<file path="config.mk">
export PLATFORM = sky130hd
export DESIGN_NAME = reg_write_arbiter_flat
export DESIGN_NICKNAME = d
export VERILOG_FILES = /design/src/rtl/reg_write_arbiter_if.sv /design/src/rtl/reg_write_arbiter.sv /design/src/flat_wrapper.sv
export SDC_FILE = /design/constraint.sdc
export NUM_CORES = 1
export LEC_CHECK = 0
export ABC_AREA = 1
export BUFFER_PORTS_ARGS = -buffer_cell sky130_fd_sc_hd__buf_2
export CAP_MARGIN = 20
export CORE_AREA = 2 2 44 55
export CTS_BUF_LIST = sky130_fd_sc_hd__clkbuf_16
export CTS_CLUSTER_SIZE = 10
export DETAILED_ROUTE_END_ITERATION = 7
export DIE_AREA = 0 0 46 57
export PLACE_DENSITY = 0.76
export SLEW_MARGIN = 30
export SYNTH_ARGS = -nofsm -noshare
export SYNTH_HDL_FRONTEND = slang
export SYNTH_SLANG_ARGS = --single-unit
</file>
<file path="constraint.sdc">
create_clock -name CLK -period 1.6 [get_ports CLK]
set_clock_uncertainty 0.15 [all_clocks]
set_input_delay 0.16 -clock CLK [delete_from_list [all_inputs] [get_ports CLK]]
set_output_delay 0.16 -clock CLK [all_outputs]
set_load 0.02 [all_outputs]
</file>
<file path="src/rtl/reg_write_arbiter_if.sv">
// Writeback port bundle between the two write sources (ALU, load unit),
// the pipeline control signals and the register-file write port.
interface reg_write_arbiter_if #(
    parameter int DATA_WIDTH = 8,
    parameter int ADDR_WIDTH = 3
);
    logic                         A_VALID;
    logic [ADDR_WIDTH-1:0]        A_ADDR;
    logic [DATA_WIDTH-1:0]        A_DATA;
    logic                         A_READY;
    logic                         B_VALID;
    logic [ADDR_WIDTH-1:0]        B_ADDR;
    logic [DATA_WIDTH-1:0]        B_DATA;
    logic                         B_READY;
    logic                         STALL;
    logic                         FLUSH;
    logic                         WR_EN;
    logic [ADDR_WIDTH-1:0]        WR_ADDR;
    logic [DATA_WIDTH-1:0]        WR_DATA;
    logic [(2**ADDR_WIDTH)-1:0]   PENDING;

    // Sources and pipeline control side
    modport master (
        output A_VALID, A_ADDR, A_DATA, B_VALID, B_ADDR, B_DATA, STALL, FLUSH,
        input  A_READY, B_READY, WR_EN, WR_ADDR, WR_DATA, PENDING
    );

    // Arbiter side
    modport slave (
        input  A_VALID, A_ADDR, A_DATA, B_VALID, B_ADDR, B_DATA, STALL, FLUSH,
        output A_READY, B_READY, WR_EN, WR_ADDR, WR_DATA, PENDING
    );
endinterface

</file>
<file path="src/rtl/reg_write_arbiter.sv">
// Shares the single register-file write port between the ALU (A) and the
// load unit (B). One write is accepted per cycle into a one-entry commit
// stage, which drains to the register file on every non-stalled cycle.
module reg_write_arbiter #(
    parameter int DATA_WIDTH = 8,
    parameter int ADDR_WIDTH = 3,
    parameter bit FIXED_PRIO = 1'b0
) (
    input logic                CLK,
    input logic                RESET_N,
    reg_write_arbiter_if.slave bus
);
    localparam int MASK_WIDTH = 2 ** ADDR_WIDTH;

    typedef enum logic {
        SRC_A = 1'b0,
        SRC_B = 1'b1
    } src_e;

    logic                  stage_valid_r;
    logic [ADDR_WIDTH-1:0] stage_addr_r;
    logic [DATA_WIDTH-1:0] stage_data_r;
    src_e                  last_grant_r;

    logic                  space_s;
    logic                  grant_a_s;
    logic                  grant_b_s;
    logic                  accept_a_s;
    logic                  accept_b_s;
    logic [MASK_WIDTH-1:0] pending_s;

    // The stage can take a new write when it is empty or draining this cycle.
    assign space_s = ~stage_valid_r | ~bus.STALL;

    // Pick one requester; round-robin alternates against the last winner.
    always_comb begin
        grant_a_s = 1'b0;
        grant_b_s = 1'b0;
        case ({bus.A_VALID, bus.B_VALID})
            2'b10: grant_a_s = 1'b1;
            2'b01: grant_b_s = 1'b1;
            2'b11: begin
                if (FIXED_PRIO || (last_grant_r == SRC_B)) begin
                    grant_a_s = 1'b1;
                end else begin
                    grant_b_s = 1'b1;
                end
            end
            default: begin
                grant_a_s = 1'b0;
                grant_b_s = 1'b0;
            end
        endcase
    end

    // Ready is gated by reset so nothing looks accepted while held in reset.
    assign accept_a_s = grant_a_s & space_s & ~bus.FLUSH & RESET_N;
    assign accept_b_s = grant_b_s & space_s & ~bus.FLUSH & RESET_N;

    // One-hot decode of the destination held in the stage, for hazard checks.
    always_comb begin
        pending_s = {MASK_WIDTH{1'b0}};
        if (stage_valid_r) begin
            pending_s[stage_addr_r] = 1'b1;
        end else begin
            pending_s = {MASK_WIDTH{1'b0}};
        end
    end

    // Commit stage and round-robin history; flush wins over stall and accept.
    always_ff @(posedge CLK or negedge RESET_N) begin
        if (!RESET_N) begin
            stage_valid_r <= 1'b0;
            stage_addr_r  <= {ADDR_WIDTH{1'b0}};
            stage_data_r  <= {DATA_WIDTH{1'b0}};
            last_grant_r  <= SRC_B;
        end else if (bus.FLUSH) begin
            stage_valid_r <= 1'b0;
        end else if (accept_a_s) begin
            stage_valid_r <= 1'b1;
            stage_addr_r  <= bus.A_ADDR;
            stage_data_r  <= bus.A_DATA;
            last_grant_r  <= SRC_A;
        end else if (accept_b_s) begin
            stage_valid_r <= 1'b1;
            stage_addr_r  <= bus.B_ADDR;
            stage_data_r  <= bus.B_DATA;
            last_grant_r  <= SRC_B;
        end else if (!bus.STALL) begin
            stage_valid_r <= 1'b0;
        end else begin
            stage_valid_r <= stage_valid_r;
        end
    end

    assign bus.A_READY = accept_a_s;
    assign bus.B_READY = accept_b_s;
    assign bus.WR_EN   = stage_valid_r & ~bus.STALL;
    assign bus.WR_ADDR = stage_addr_r;
    assign bus.WR_DATA = stage_data_r;
    assign bus.PENDING = pending_s;
endmodule
</file>
<file path="src/flat_wrapper.sv">
// flat-port wrapper written by rule: the top's interface ports become plain ports
module reg_write_arbiter_flat 
#(
    parameter int DATA_WIDTH = 8,
    parameter int ADDR_WIDTH = 3,
    parameter bit FIXED_PRIO = 1'b0
)
  (CLK, RESET_N, bus_A_VALID, bus_A_ADDR, bus_A_DATA, bus_B_VALID, bus_B_ADDR, bus_B_DATA, bus_STALL, bus_FLUSH, bus_A_READY, bus_B_READY, bus_WR_EN, bus_WR_ADDR, bus_WR_DATA, bus_PENDING);
  reg_write_arbiter_if #(.DATA_WIDTH(DATA_WIDTH), .ADDR_WIDTH(ADDR_WIDTH)) bus_i ();
  input logic CLK;
  input logic RESET_N;
  input wire logic [$bits(bus_i.A_VALID)-1:0] bus_A_VALID;
  input wire logic [$bits(bus_i.A_ADDR)-1:0] bus_A_ADDR;
  input wire logic [$bits(bus_i.A_DATA)-1:0] bus_A_DATA;
  input wire logic [$bits(bus_i.B_VALID)-1:0] bus_B_VALID;
  input wire logic [$bits(bus_i.B_ADDR)-1:0] bus_B_ADDR;
  input wire logic [$bits(bus_i.B_DATA)-1:0] bus_B_DATA;
  input wire logic [$bits(bus_i.STALL)-1:0] bus_STALL;
  input wire logic [$bits(bus_i.FLUSH)-1:0] bus_FLUSH;
  output wire logic [$bits(bus_i.A_READY)-1:0] bus_A_READY;
  output wire logic [$bits(bus_i.B_READY)-1:0] bus_B_READY;
  output wire logic [$bits(bus_i.WR_EN)-1:0] bus_WR_EN;
  output wire logic [$bits(bus_i.WR_ADDR)-1:0] bus_WR_ADDR;
  output wire logic [$bits(bus_i.WR_DATA)-1:0] bus_WR_DATA;
  output wire logic [$bits(bus_i.PENDING)-1:0] bus_PENDING;
  assign bus_i.A_VALID = bus_A_VALID;
  assign bus_i.A_ADDR = bus_A_ADDR;
  assign bus_i.A_DATA = bus_A_DATA;
  assign bus_i.B_VALID = bus_B_VALID;
  assign bus_i.B_ADDR = bus_B_ADDR;
  assign bus_i.B_DATA = bus_B_DATA;
  assign bus_i.STALL = bus_STALL;
  assign bus_i.FLUSH = bus_FLUSH;
  assign bus_A_READY = bus_i.A_READY;
  assign bus_B_READY = bus_i.B_READY;
  assign bus_WR_EN = bus_i.WR_EN;
  assign bus_WR_ADDR = bus_i.WR_ADDR;
  assign bus_WR_DATA = bus_i.WR_DATA;
  assign bus_PENDING = bus_i.PENDING;
  reg_write_arbiter #(.DATA_WIDTH(DATA_WIDTH), .ADDR_WIDTH(ADDR_WIDTH), .FIXED_PRIO(FIXED_PRIO)) u_core (.CLK(CLK), .RESET_N(RESET_N), .bus(bus_i));
endmodule
</file>
* After elaboration in Yosys (flattened, before gate mapping)
Cells that the tools add are included.
** Storage, ports and cells
- Register bits :: 13
- Latch bits :: 0
- Memory bits (writable) :: 0
- Memory bits (read-only) :: 0
- Input bits :: 28
- Output and inout port bits :: 22
- Word-level logic and storage cells :: 41
- Memories :: 0
** Cells by class
- $add $sub $neg :: 0
- $mul :: 0
- Div/mod/pow operators :: 0
- Order comparisons :: 2
- Equality and inequality tests :: 4
- Shifts and indexed selects :: 0
- Mux-type cells :: 17
- Bitwise gates (word level) :: 11
- Reductions and logical operators :: 3
** Operators by type and width (number)
- $mux W8 :: 3
- $mux W1 :: 9
- $and A1 B1 Y1 :: 7
- $mux W3 :: 2
- $eq A2 B2 Y1 const B :: 2
- $lt A3 B4 Y1 const B :: 1
- $ne A4 B1 Y1 const B :: 1
- $pmux W1 S2 :: 2
- $demux W1 S3 :: 1
- $ge A3 B1 Y1 const B :: 1
- $not A1 Y1 :: 3
- $eq A2 B1 Y1 const B :: 1
- $reduce_and A2 Y1 :: 1
- $reduce_bool A2 Y1 :: 1
- $logic_and A1 B1 Y1 :: 1
- $or A1 B1 Y1 :: 1

* Depth between registers and ports, before layout
- Word-level depth :: 8
- Depth in mapped cells :: 8
- Mapped depth without buffers :: 7

* Worst setup path after synthesis
OpenSTA, ideal clock, no wires.
- Path type :: register to register
- From :: register u_core.last_grant_r
- To :: register u_core.stage_addr_r[2], in the netlist u_core.bus.WR_ADDR[2]
- Library setup time :: 0.117 ns
- Arrival :: 1.122 ns
- Data required time :: 1.333 ns
- Slack :: 0.211 ns
- Stages on the path, launching flop included :: 9
- Buffers on the path :: 1
- Clock period less this slack :: 1.389 ns
- Cells stage by stage :: dfstp_2 inv_2 nand2_1 nand2_2 a21oi_4 inv_2 buf_6 nand2_1 nand2_1
** Between the ends
- Word-level cells in the longest chain between the ends :: 7
- Elaborated cells between the ends (all ways) :: 13
- Those cells by class :: mux: 5; bitwise: 6; reduce/logical: 2
** RTL lines
- start, declared :: RTL line reg_write_arbiter.sv:23 : src_e last_grant_r;
- start signal, assigned :: RTL line reg_write_arbiter.sv:76 : last_grant_r <= SRC_B;
- start signal, assigned :: RTL line reg_write_arbiter.sv:83 : last_grant_r <= SRC_A;
- start signal, assigned :: RTL line reg_write_arbiter.sv:88 : last_grant_r <= SRC_B;
- $mux W1 :: RTL line reg_write_arbiter.sv:43 : if (FIXED_PRIO || (last_grant_r == SRC_B)) begin
- $pmux W1 S2 :: RTL line reg_write_arbiter.sv:39 : case ({bus.A_VALID, bus.B_VALID})
- $and A1 B1 Y1, on equally long branches (3 in series) :: RTL line reg_write_arbiter.sv:57, reg_write_arbiter.sv:58
- $reduce_bool A2 Y1 (no source line)
- $reduce_and A2 Y1 (no source line)
- end signal, assigned :: RTL line reg_write_arbiter.sv:74 : stage_addr_r <= {ADDR_WIDTH{1'b0}};
- end signal, assigned :: RTL line reg_write_arbiter.sv:81 : stage_addr_r <= bus.A_ADDR;
- end signal, assigned :: RTL line reg_write_arbiter.sv:86 : stage_addr_r <= bus.B_ADDR;
- end, declared :: RTL line reg_write_arbiter.sv:21 : logic [ADDR_WIDTH-1:0] stage_addr_r;
Parallel ways exist; a longest one is shown, timed or not.
A chain may end at the register's enable or synchronous reset.

* Worst setup path after layout
- From :: register u_core.last_grant_r
- To :: output port bus_A_READY
** Between the ends
- Word-level cells in the longest chain between the ends :: 5
** RTL lines
- $mux W1 :: RTL line reg_write_arbiter.sv:43
- $pmux W1 S2 :: RTL line reg_write_arbiter.sv:39
- $and A1 B1 Y1 (3 in series) :: RTL line reg_write_arbiter.sv:57 : assign accept_a_s = grant_a_s & space_s & ~bus.FLUSH & RESET_N;
- end, declared :: RTL line flat_wrapper.sv:20 : output wire logic [$bits(bus_i.A_READY)-1:0] bus_A_READY;
No other way between the ends.

==> summary.md <==
| Metric | Value |
|---|---|
| CP endpoint kind | `output port` |
| DRT Pass-1 Iters | `4` |
| DRC Markers | `0` |
| Clk root buf | `clkbuf_16` |
| H-tree lvl count | `1` |
| Clock slew at reported path FFs | `0.05 ns` |
| Core area | `2140 sq um` |
| Routed len/inst | `10.42 microns` |
| Largest net degree at the start of global routing | `13` |
| Hold WC Path Type | `input pin to flip-flop` |
| Max Fanout on Critical Path | `3` |
| Final Hold Fails | `0` |
| Leakage power | `0.0007987 uW` |
| Critical Path RT | `1.29 ns` |
| Final period utilization | `95.91%` |
| FFs w/ async S/R, synth | `100.0%` |
| CTS Buf Count | `3` |
| Iter 0 DRT Violations | `6` |
| Rel. slew slack | `84.90%` |
| #FFs+latches synth | `13` |
| Filler Cell Count | `202` |
| RSZ-0062 raised after global routing | `false` |
| CP max stage cell | `dfstp_2` |
| Crit Path Class | `flip-flop to output port` |
| Synthesis-to-finish area growth | `44.99%` |
| Area contributors post-synth | `dfrtp_1 (35%), nand2_1 (19%), nand3_1 (13%)` |
| Synth Net Count | `162` |
| Run status | `finished clean` |
| CTS Buffer Depth | `2` |
| CTS tree | `done` |
| Synth cell count leaders | `nand2_1 (43), inv_1 (26), nand3_1 (22)` |
| Hold_ws | `0.06781 ns` |
| Nets | `218` |
| Unique masters post-synth | `16` |
| Std-Cell Rows | `19` |
| Vias in the first global route | `839` |
| DRT Wirelength | `2188 microns` |
| Initial antenna violation count | `0` |
| Seq/Total Area, Yosys | `37.88%` |
| Tot Pwr | `1388 uW` |
| Area after DPL | `1134 sq um` |
| Initial Util | `40.29%` |
| Final GP Congestion | `0.7697` |
| Tmin final | `1.535 ns` |
| Antenna diodes | `0` |
| Fraction of layout cells with a size suffix above 1 | `37.04%` |
| Worst-skew pair later-pin latency | `0.24 ns` |
| Via total after detailed routing | `981` |
| Worst path cell trace | `inv_2, nand2_1, nand2_2, nor2_2, buf_4` |
| Post-DRT Antenna Nets | `0` |
| Global-route wire length before repair | `3312 microns` |
| Cell with the most instances after synthesis | `nand2_1` |
| Final setup fails | `0` |
| Die W | `46 microns` |
| Worst endpoint data arrival time | `1.22 ns` |
| Synthesized instance count | `134` |
| Number of max-cap violations | `0` |
| Main synth FF type | `dfrtp_1` |
| Detailed Place HPWL | `1657 microns` |
| IO Count | `50` |
| EDFF count, synth | `0` |
| Type of origin of the critical path | `flip-flop` |
| Die footprint | `2622 sq um` |
| Chip Height | `57 microns` |
| Peak VDD IR | `0.7239 mV` |
| Total negative setup slack | `0 ns` |
| Netlist Area Pre-Place | `862.1 sq um` |
| F_max | `651.6 MHz` |
| Post-synth top area share | `34.83%` |
| GRT Residual Overflow | `0` |
| Pwr dens | `1110 nW/um^2` |
| Avg Cell Area, Syn | `6.433 sq um` |
| Final core utilization | `58.42%` |
| CTS sink cnt | `13` |
| Yosys warnings | `0` |
| Drt via density | `4.671` |
| Slew @ Worst Pin | `0.2258 ns` |
| Flop-to-flop setup slack | `0.10 ns` |
| Design area | `1250 sq um` |
| GRT Total Usage | `16.98%` |
| CP peak stage delay | `0.54 ns` |
| Slew Viols, Final | `0` |
| Post-synth top area cell | `dfrtp_1` |
| IO buf count | `49` |
==> metrics by stage <==
step           worst slack [ns]  cells
3_3_place_gp             0.1303    204
6_report                0.06541    210
2_1_floorplan            0.2106    134
3_5_place_dp             0.1202    204
4_1_cts                 0.02173    210
5_1_grt                0.002386    210
==> flip-flops by register name, indices dropped and copies added (netlist names) <==
| register | flops |
|---|---|
| u_core.bus.WR_DATA | 8 |
| u_core.bus.WR_ADDR | 3 |
| u_core.last_grant_r | 1 |
| u_core.stage_valid_r | 1 |
==> kinds of logic after synthesis <==
group                  Yosys count  share of synthesized area [%]
flip-flops                      13                          37.88
AND/OR/NAND/NOR                 83                          41.22
buffers and inverters           35                          17.41
AO/OA/AOI/OAI                    3                          3.483
==> path summary, 6_finish.rpt <==
kind	endpoint	startpoint	cells past startpoint
worst max-delay path	bus_A_READY	u_core.last_grant_r	5
worst min-delay path	u_core.bus.WR_DATA[6]	bus_B_DATA[6]	5
worst max register to register	u_core.bus.WR_DATA[7]	u_core.last_grant_r	7
worst min register to register	u_core.bus.WR_DATA[3]	u_core.bus.WR_DATA[3]	2
max in group asynchronous	u_core.last_grant_r	RESET_N	3
min in group asynchronous	u_core.stage_valid_r	RESET_N	2
==> report_power, final <==
part           internal [uW]  total, uW  switching [uW]
Combinational            166        457             291
Clock                    329        458             129
Sequential               414        473            59.2
==> layer usage <==
metal	track usage (%)	vias to the layer above	part of all wire, %
met5	0	-	0
met4	9.388	0	2.6
met3	1.899	6	5.6
met2	28.77	40	51
met1	19.88	431	41
li1	-	504	-
==> repair_timing <==
| action | CTS | global route |
|---|---|---|
| endpoints found under the hold margin | 13 | 0 |
| cloned | 0 | 0 |
| setup endpoints to repair | 1 | 13 |
| hold buffers | 2 | 0 |
| setup buffers | 0 | 0 |
| gates resized for setup | 2 | 3 |
| pin swaps | 0 | 1 |
==> cells in the final DEF, fill, tap and decap left out <==
master,count
buf_2,47
nand2_1,42
inv_1,27
nand3_1,22
nor2_1,12
dfrtp_1,12
buf_4,7
inv_2,4
nand2_2,3
clkbuf_16,3
nor2_2,2
dlygate4sd3_1,2
nand3_4,1
or2_1,1
a21oi_2,1
a21oi_4,1
o21ai_1,1
dfstp_2,1
==> layout make-up <==
cell class                 count  area, sq um  share of cell area, %
multi-input combinational     86        397.9                  31.83
clock buffer                   3        75.07                  6.006
tap                           21        26.28                  2.102
clock inverter                 1        3.754                 0.3003
sequential                    13        326.6                  26.13
inverter                      30        112.6                  9.009
timing repair buffer          56        307.8                  24.62
==> worst max-delay path, delay by kind of cell, from the launching register on <==
family	cells	cell delay (ns)
AND/OR/NAND/NOR	3	0.25
buffers and inverters	2	0.19
flip-flops	1	0.54
Note: power is estimated with default switching activity, not from simulation.
